<file path="src/rtl/hv_sync_pkg.sv">
// Shared constants and FSM state type for the HSYNC/VSYNC tracker.
package hv_sync_pkg;

  localparam int unsigned CNT_W         = 9;
  localparam int unsigned DOTS_PER_LINE = 341;
  localparam int unsigned SHORT_DOTS    = 340;
  localparam int unsigned H_SAT         = 511;
  localparam int unsigned V_SAT         = 511;

  typedef enum logic [1:0] {
    ST_SEARCH  = 2'd0,
    ST_ACQUIRE = 2'd1,
    ST_LOCKED  = 2'd2
  } sync_state_e;

endpackage

</file>
<file path="src/rtl/hv_sync_tracker_sync_edge.sv">
// Two-flop synchroniser with a rising-edge pulse on the second stage.
module sync_edge
  import hv_sync_pkg::*;
(
  input  logic clk,
  input  logic rst,
  input  logic d,
  output logic rise_c
);

  logic q;
  logic qq;

  always_ff @(posedge clk) begin
    if (rst) begin
      q  <= 1'b0;
      qq <= 1'b0;
    end else begin
      q  <= d;
      qq <= q;
    end
  end

  assign rise_c = q & ~qq;

endmodule

</file>
<file path="src/rtl/hv_sync_tracker.sv">
// Recovers PPU dot/scanline counters from HSYNC/VSYNC and tracks line-length lock.
// Optional feature macro: PPU_HV_SYNC_ODD_SKIP_EN (accept 340-dot odd-frame lines).
module hv_sync_tracker
  import hv_sync_pkg::*;
#(
  parameter int unsigned LOCK_LINES = 4
) (
  input  logic                 PCLK,
  input  logic                 RES,
  input  logic                 HSYNC,
  input  logic                 VSYNC,
  output logic [CNT_W-1:0]     H_out,
  output logic [CNT_W-1:0]     V_out,
  output logic [CNT_W-1:0]     LINE_LEN,
  output logic                 LOCKED,
  output logic                 SHORT_LINE,
  output logic                 SYNC_ERR
);

  localparam int unsigned GOOD_W = $clog2(LOCK_LINES + 1);

  logic              hrise_c;
  logic              vrise_c;
  logic              vpend;
  logic [CNT_W-1:0]  len_c;
  logic              len_ok_c;
  logic              short_c;
  logic [GOOD_W-1:0] good_cnt;
  sync_state_e       state;

  sync_edge u_hsync (
    .clk    (PCLK),
    .rst    (RES),
    .d      (HSYNC),
    .rise_c (hrise_c)
  );

  sync_edge u_vsync (
    .clk    (PCLK),
    .rst    (RES),
    .d      (VSYNC),
    .rise_c (vrise_c)
  );

  // Length of the line closing on this hrise; a saturated counter reports 511.
  assign len_c = (H_out == CNT_W'(H_SAT)) ? CNT_W'(H_SAT) : H_out + CNT_W'(1);

`ifdef PPU_HV_SYNC_ODD_SKIP_EN
  assign short_c  = (len_c == CNT_W'(SHORT_DOTS));
  assign len_ok_c = (len_c == CNT_W'(DOTS_PER_LINE)) | short_c;
`else
  assign short_c  = 1'b0;
  assign len_ok_c = (len_c == CNT_W'(DOTS_PER_LINE));
`endif

  // Dot/line counters run freely in every lock state.
  always_ff @(posedge PCLK) begin
    if (RES) begin
      H_out      <= '0;
      V_out      <= '0;
      LINE_LEN   <= '0;
      vpend      <= 1'b0;
      SHORT_LINE <= 1'b0;
    end else begin
      SHORT_LINE <= hrise_c & short_c;
      if (hrise_c) begin
        H_out    <= '0;
        LINE_LEN <= len_c;
      end else if (H_out != CNT_W'(H_SAT)) begin
        H_out <= H_out + CNT_W'(1);
      end
      if (hrise_c) begin
        vpend <= 1'b0;
        if (vpend | vrise_c) begin
          V_out <= '0;
        end else if (V_out != CNT_W'(V_SAT)) begin
          V_out <= V_out + CNT_W'(1);
        end
      end else if (vrise_c) begin
        vpend <= 1'b1;
      end
    end
  end

  // Lock FSM: SEARCH waits for any edge, ACQUIRE counts good lines, LOCKED watches for loss.
  always_ff @(posedge PCLK) begin
    if (RES) begin
      state    <= ST_SEARCH;
      good_cnt <= '0;
      LOCKED   <= 1'b0;
      SYNC_ERR <= 1'b0;
    end else begin
      SYNC_ERR <= 1'b0;
      case (state)
        ST_SEARCH: begin
          if (hrise_c) begin
            state    <= ST_ACQUIRE;
            good_cnt <= '0;
          end
        end
        ST_ACQUIRE: begin
          if (hrise_c) begin
            if (!len_ok_c) begin
              good_cnt <= '0;
            end else if (good_cnt == GOOD_W'(LOCK_LINES - 1)) begin
              state    <= ST_LOCKED;
              LOCKED   <= 1'b1;
              good_cnt <= '0;
            end else begin
              good_cnt <= good_cnt + GOOD_W'(1);
            end
          end
        end
        ST_LOCKED: begin
          if ((hrise_c && !len_ok_c) ||
              (!hrise_c && H_out == CNT_W'(H_SAT - 1))) begin
            state    <= ST_SEARCH;
            LOCKED   <= 1'b0;
            SYNC_ERR <= 1'b1;
          end
        end
        default: begin
          state    <= ST_SEARCH;
          LOCKED   <= 1'b0;
          good_cnt <= '0;
        end
      endcase
    end
  end

endmodule

</file>
<file path="config.mk">
export PLATFORM = sky130hd
export DESIGN_NAME = hv_sync_tracker
export DESIGN_NICKNAME = d
export VERILOG_FILES = /design/src/rtl/hv_sync_pkg.sv /design/src/rtl/hv_sync_tracker_sync_edge.sv /design/src/rtl/hv_sync_tracker.sv
export SDC_FILE = /design/constraint.sdc
export NUM_CORES = 1
export LEC_CHECK = 0
export ABC_AREA = 1
export BUFFER_PORTS_ARGS = -buffer_cell sky130_fd_sc_hd__buf_4
export CAP_MARGIN = 20
export CORE_UTILIZATION = 50
export CTS_BUF_LIST = sky130_fd_sc_hd__clkbuf_16
export CTS_CLUSTER_SIZE = 14
export DETAILED_ROUTE_END_ITERATION = 12
export PLACE_DENSITY_LB_ADDON = 0.05
export SLEW_MARGIN = 20
export SYNTH_ARGS = -nofsm -noshare
export SYNTH_HDL_FRONTEND = slang
export SYNTH_HIERARCHICAL = 1
export SYNTH_SLANG_ARGS = --single-unit
</file>
<file path="constraint.sdc">
create_clock -name PCLK -period 6.01 [get_ports PCLK]
set_clock_uncertainty 0.1 [all_clocks]
set_input_delay 1.202 -clock PCLK [delete_from_list [all_inputs] [get_ports PCLK]]
set_output_delay 1.202 -clock PCLK [all_outputs]
set_load 0.01 [all_outputs]
</file>
==> results of run 1 <==
-- kinds of logic after synthesis --
kind of cell | Yosys count | share of synthesized area, %
simple gates | 122 | 29.0
buf+inv | 45 | 10.6
compound gates | 39 | 12.3
flops | 39 | 43.1
fa+ha+maj | 7 | 4.83
other cells | 1 | 0.207
-- path summary, 6_finish.rpt --
kind                                               to  slack, ns
worst max-delay path              LOCKED$_SDFFE_PP0P_       3.48
worst min-delay path            u_vsync/qq$_SDFF_PP0_       0.33
worst max register to register    LOCKED$_SDFFE_PP0P_       3.48
worst min register to register  u_vsync/qq$_SDFF_PP0_       0.33
-- per-stage QoR --
stage / setup WS, ns / util (%) / hold slack (ns)
after global routing: 3.18 / 64.5 / 0.372
after CTS: 3.49 / 64.5 / 0.336
after floorplan: 3.86 / - / 0.310
after detailed placement: 3.32 / 60.5 / 0.328
after global placement: 3.39 / 60.5 / 0.323
final: 3.48 / 64.5 / 0.330
-- sequential cells by signal (all words and copies together) (netlist names), 2 cells and up --
| signal | count |
|---|---|
| LINE_LEN | 9 |
| state | 2 |
| H_out | 9 |
| good_cnt | 3 |
| V_out | 9 |
-- metal layers --
metal	global-route usage, %	part of all wire (%)	up-vias
met3	4.23	4.2	8
met2	32.8	44	35
met1	25.4	51	729
met4	7.85	1.6	0
met5	0	0	-
li1	-	-	872
-- critical path: cells and delay by family (launching register included) --
kind	cells	cell delay, ns
AND/OR/NAND/NOR	11	1.01
adder cells (fa/ha/maj)	2	0.53
buffers and inverters	5	0.40
flip-flops	1	0.42
-- layout make-up --
class,count,area share [%]
repair buffers,32,10.9
well taps,46,2.61
multi-input cells,169,38.1
clock inverters,3,0.511
inverters,40,6.81
clock buffers,5,5.68
flip-flops and latches,39,35.4
-- layout by cell type (no fill, tap or decap) --
cell type,instances
a21oi_1,12
a21oi_4,1
o221ai_1,1
conb_1,1
dfxtp_1,39
clkbuf_16,5
inv_1,37
nand4_1,3
nor2_1,38
nor2_2,7
nor3b_1,1
nand3_2,1
ha_1,7
clkinv_1,3
o211ai_1,3
nor3_1,7
nand2_1,48
nand2_2,2
a211oi_1,1
o21a_1,1
inv_2,3
buf_4,32
nand3_1,15
o21ai_0,18
o21ai_1,2
-- report_power, final --
part	total, mW	internal [mW]	switching (mW)
clock network	0.243	0.149	0.0936
logic	0.0346	0.0129	0.0217
registers	0.270	0.265	0.00492
==> qor.yml, run 1 <==
outcome:
  status: "complete, no violations"
timing:
  worst_slew_pin_slew_ns: 0.888
  max_slew_margin_pct: 40.6
  max_freq_mhz: 395
  setup_violations: 0
  setup_tns_ns: 0
  min_period_ns: 2.53
  final_hold_viol_count: 0
  fin_crit_sh_pct: 42.1
  rsz0062_at_grt: "false"
  report.final.slew_viol_count: 0
worst_setup_path:
  max_stage_delay_ns: 0.42
  critical_path.cell_chain: "ha_1 > inv_1 > nor2_2 > nand2_1 > inv_1 > ha_1 > inv_2 > nand3_1 > nand2_1 > inv_1 > nand2_1 > nor2_2 > nand2_2 > nand2_2 > nand3_2 > nand2_1 > inv_1 > nor2_2"
  cp_data_required_time_ns: 6.13
  startpoint_type: "register"
  critPathKind: "reg2reg"
  reg2reg_depth: 18
  crit_slowest_cell: "dfxtp_1"
  crit_start: "H_out[1]$_SDFFE_PP0N_"
  r2r-start: "H_out[1]$_SDFFE_PP0N_"
  critPathArrivalTime_ns: 2.65
  worstPathMaxFanout: 12
  cp-end-kind: "register"
drt:
  via_count: 1644
  first_pass_iters: 5
  post_drt_wl_per_cell_um: 10.7
  vias_per_cell: 4.92
  ant_nets: 0
  routed_wl_um: 3560
  drc: 0
  drt_iter0_drc: 68
synth:
  synth.most_common_cell: "nand2_1"
  synthFlopType: "dfxtp_1"
  synth_seq_cells: 39
  netlist_top_cells_area: "dfxtp_1 (43%), nand2_1 (9.9%), nor2_1 (7.9%), inv_1 (7.5%), o21ai_0 (5.0%)"
  ys_types: 26
  syn_avg_cell_area_um2: 7.16
  syn_inst: 253
  yosysTopAreaCellShare_pct: 43.1
  async_flop_share_pct: 0
  yosysTopAreaCell: "dfxtp_1"
  synth_nets: 264
  yosysWarnings: 6
  synth_area_mm2: 0.00181
  synth_edf_count: 0
  ys_top_cells_by_count: "nand2_1 (48), dfxtp_1 (39), nor2_1 (38)"
  ys_seq_area_share_pct: 43.1
clock_tree:
  cts_root_buf: "clkbuf_16"
  numCtsBuffers: 5
  cts_resized: 0
  clk_pin_slew_ns: 0.05
  clkLatencyLatePin_ns: 0.28
  htree_levels: 2
  cts_setup_buffers: 0
  cts-hold-fix-buffers: 0
  clk_path_buf_depth: 2
  cts_tree: "yes"
  numClockSinks: 39
grt:
  grt_pass1_wl_um: 6120
  grt_overflow_total: 0
  first_global_vias: 1469
  grt_usage_pct: 19.9
  grt_max_degree: 15
  antenna_found_initial: 0
placement:
  portBuffers: 32
  dpl-instance-area_mm2: 0.00207
  routabilityCongestion: 0.788
  dp_hpwl_um: 2620
  dp_cells: 326
finish:
  synthToLayoutAreaGrowth_pct: 21.7
  register_area_um2: 781
  finalNonFillerCells: 334
  final_net_count: 298
  drive_gt1_share_pct: 17.7
  multiInputGateArea_um2: 840
  design_area_mm2: 0.00220
  antenna_cells: 0
  num-fill-cells: 318
min_path:
  holdPathStages: 2
  hp-start: "u_vsync/q$_SDFF_PP0_"
  hp-class: "reg2reg"
power_and_ir_drop:
  peakVddDrop_v: 0.000163
  p_leak_nw: 1.01
  power_uw: 547
  p_per_area_mw_per_mm2: 248
die:
  num_rows: 21
  initial_utilization_pct: 53.0
  die_w_um: 62.2
  die_area_mm2: 0.00387
  core_mm2: 0.00342
  ios: 34
  die_y_um: 62.2
flow_run:
  cap_violations: 0
No activity file was read; power rests on OpenSTA's default activity.
==> run 2, diff against run 1 <==
clock period = 2.48 ns   (was 6.01 ns; I/O delays follow)
==> qor.yml, run 2 (synthesis gave the netlist of run 1 again) <==
grt:
  grt_overflow_total: 0
  grt_max_degree: 15
  grt_pass1_wl_um: 6250
  first_global_vias: 1396
  antenna_found_initial: 0
  grt_usage_pct: 20.5
clock_tree:
  numClockSinks: 39
  cts-hold-fix-buffers: 0
  clk_path_buf_depth: 2
  clkLatencyLatePin_ns: 0.28
  cts_tree: "yes"
  clk_pin_slew_ns: 0.06
  cts_root_buf: "clkbuf_16"
  numCtsBuffers: 5
  htree_levels: 2
finish:
  synthToLayoutAreaGrowth_pct: 25.4
  final_net_count: 303
  multiInputGateArea_um2: 840
  register_area_um2: 783
  mostFrequentLayoutCells: "nand2_1 (48), nor2_1 (38), dfxtp_1 (37), buf_4 (37), inv_1 (36)"
  antenna_cells: 0
  num-fill-cells: 315
  drive_gt1_share_pct: 20.5
  reg_top3: "H_out x9, LINE_LEN x9, V_out x9"
  final_common_cell: "nand2_1"
drt:
  via_count: 1656
  post_drt_wl_per_cell_um: 10.8
  first_pass_iters: 4
  drc: 0
  drt_iter0_drc: 67
  routed_wl_um: 3660
  vias_per_cell: 4.88
  ant_nets: 0
power_and_ir_drop:
  p_per_area_mw_per_mm2: 636
  p_leak_nw: 1.05
  power_mw: 1.45
  peakVddDrop_v: 0.000399
timing:
  final_hold_viol_count: 0
  setup_violations: 0
  hold_slack_ns: 0.321
  setup_tns_ns: 0
  rsz0062_at_grt: "false"
  fin_crit_sh_pct: 88.4
  max_freq_mhz: 456
  min_period_ns: 2.19
  report.final.slew_viol_count: 0
flow_run:
  cap_violations: 0
worst_setup_path:
  crit_start: "H_out[0]$_SDFFE_PP0N_"
  critPathKind: "reg2reg"
  startpoint_type: "register"
  cp_data_required_time_ns: 2.60
  worstPathMaxFanout: 12
  critPathArrivalTime_ns: 2.31
  cp-end-kind: "register"
  r2r-start: "H_out[0]$_SDFFE_PP0N_"
min_path:
  hp-class: "in2reg"
  hp-start: "VSYNC"
die:
  die_area_mm2: 0.00387
  ios: 34
  num_rows: 21
  die_y_um: 62.2
  core_mm2: 0.00342
  die_w_um: 62.2
  initial_utilization_pct: 53.0
placement:
  routabilityCongestion: 0.848
  portBuffers: 32
  dp_hpwl_um: 2760
outcome:
  status: "complete, no violations"
==> run 2: cell type report <==
class	count	area share, %
multi-input cells	169	36.9
flip-flops and latches	39	34.5
repair buffers	37	12.2
inverters	40	6.61
clock buffers	5	5.51
well taps	46	2.53
clock inverters	3	1.71
==> run 2: timing repair <==
action,CTS,global route
endpoints found under the setup margin,0,4
gates resized for setup,0,2
setup buffers,0,0
==> run 2: worst paths after layout <==
kind                                end  slack (ns)  depth (start not counted)
setup / recovery    LOCKED$_SDFFE_PP0P_        0.29                         19
hold / removal     u_vsync/q$_SDFF_PP0_        0.32                          3
setup reg to reg    LOCKED$_SDFFE_PP0P_        0.29                         19
hold reg to reg   u_hsync/qq$_SDFF_PP0_        0.34                          2
==> run 2: routing by layer <==
metal	vias to the layer above	wire length, um	global-route usage, %
met5	-	0	0
met4	0	35	6.98
met3	5	184	5.70
met2	38	1630	31.3
met1	732	1820	27.8
li1	881	-	-
==> run 2: worst max-delay path: stages, from the launching register on <==
cell     delay, ns
dfxtp_2       0.34
ha_1          0.23
inv_1         0.09
nor2_2        0.05
nand2_1       0.08
inv_1         0.04
ha_1          0.19
inv_2         0.16
nand2_1       0.10
nor2_1        0.11
nand2_1       0.06
inv_1         0.05
nand2_1       0.05
nor2_2        0.12
nand2_2       0.08
nand2_2       0.07
nand3_2       0.06
nand2_1       0.06
inv_1         0.04
nor2_2        0.06
==> run 2: through the flow <==
step	instances	instance area, um2	setup slack, ns	utilization (%)
after CTS	339	2270	0.189	66.4
after floorplan	253	1810	0.332	-
after global placement	331	2110	0.294	61.6
final	339	2270	0.287	66.5
after detailed placement	331	2110	0.204	61.6
after global routing	339	2270	0.0164	66.5
==> run 2: report_power, final <==
part,switching (mW),total [mW],internal [mW]
combinational,0.0549,0.0886,0.0337
clock,0.235,0.703,0.468
sequential,0.0119,0.655,0.643
total,0.301,1.45,1.14
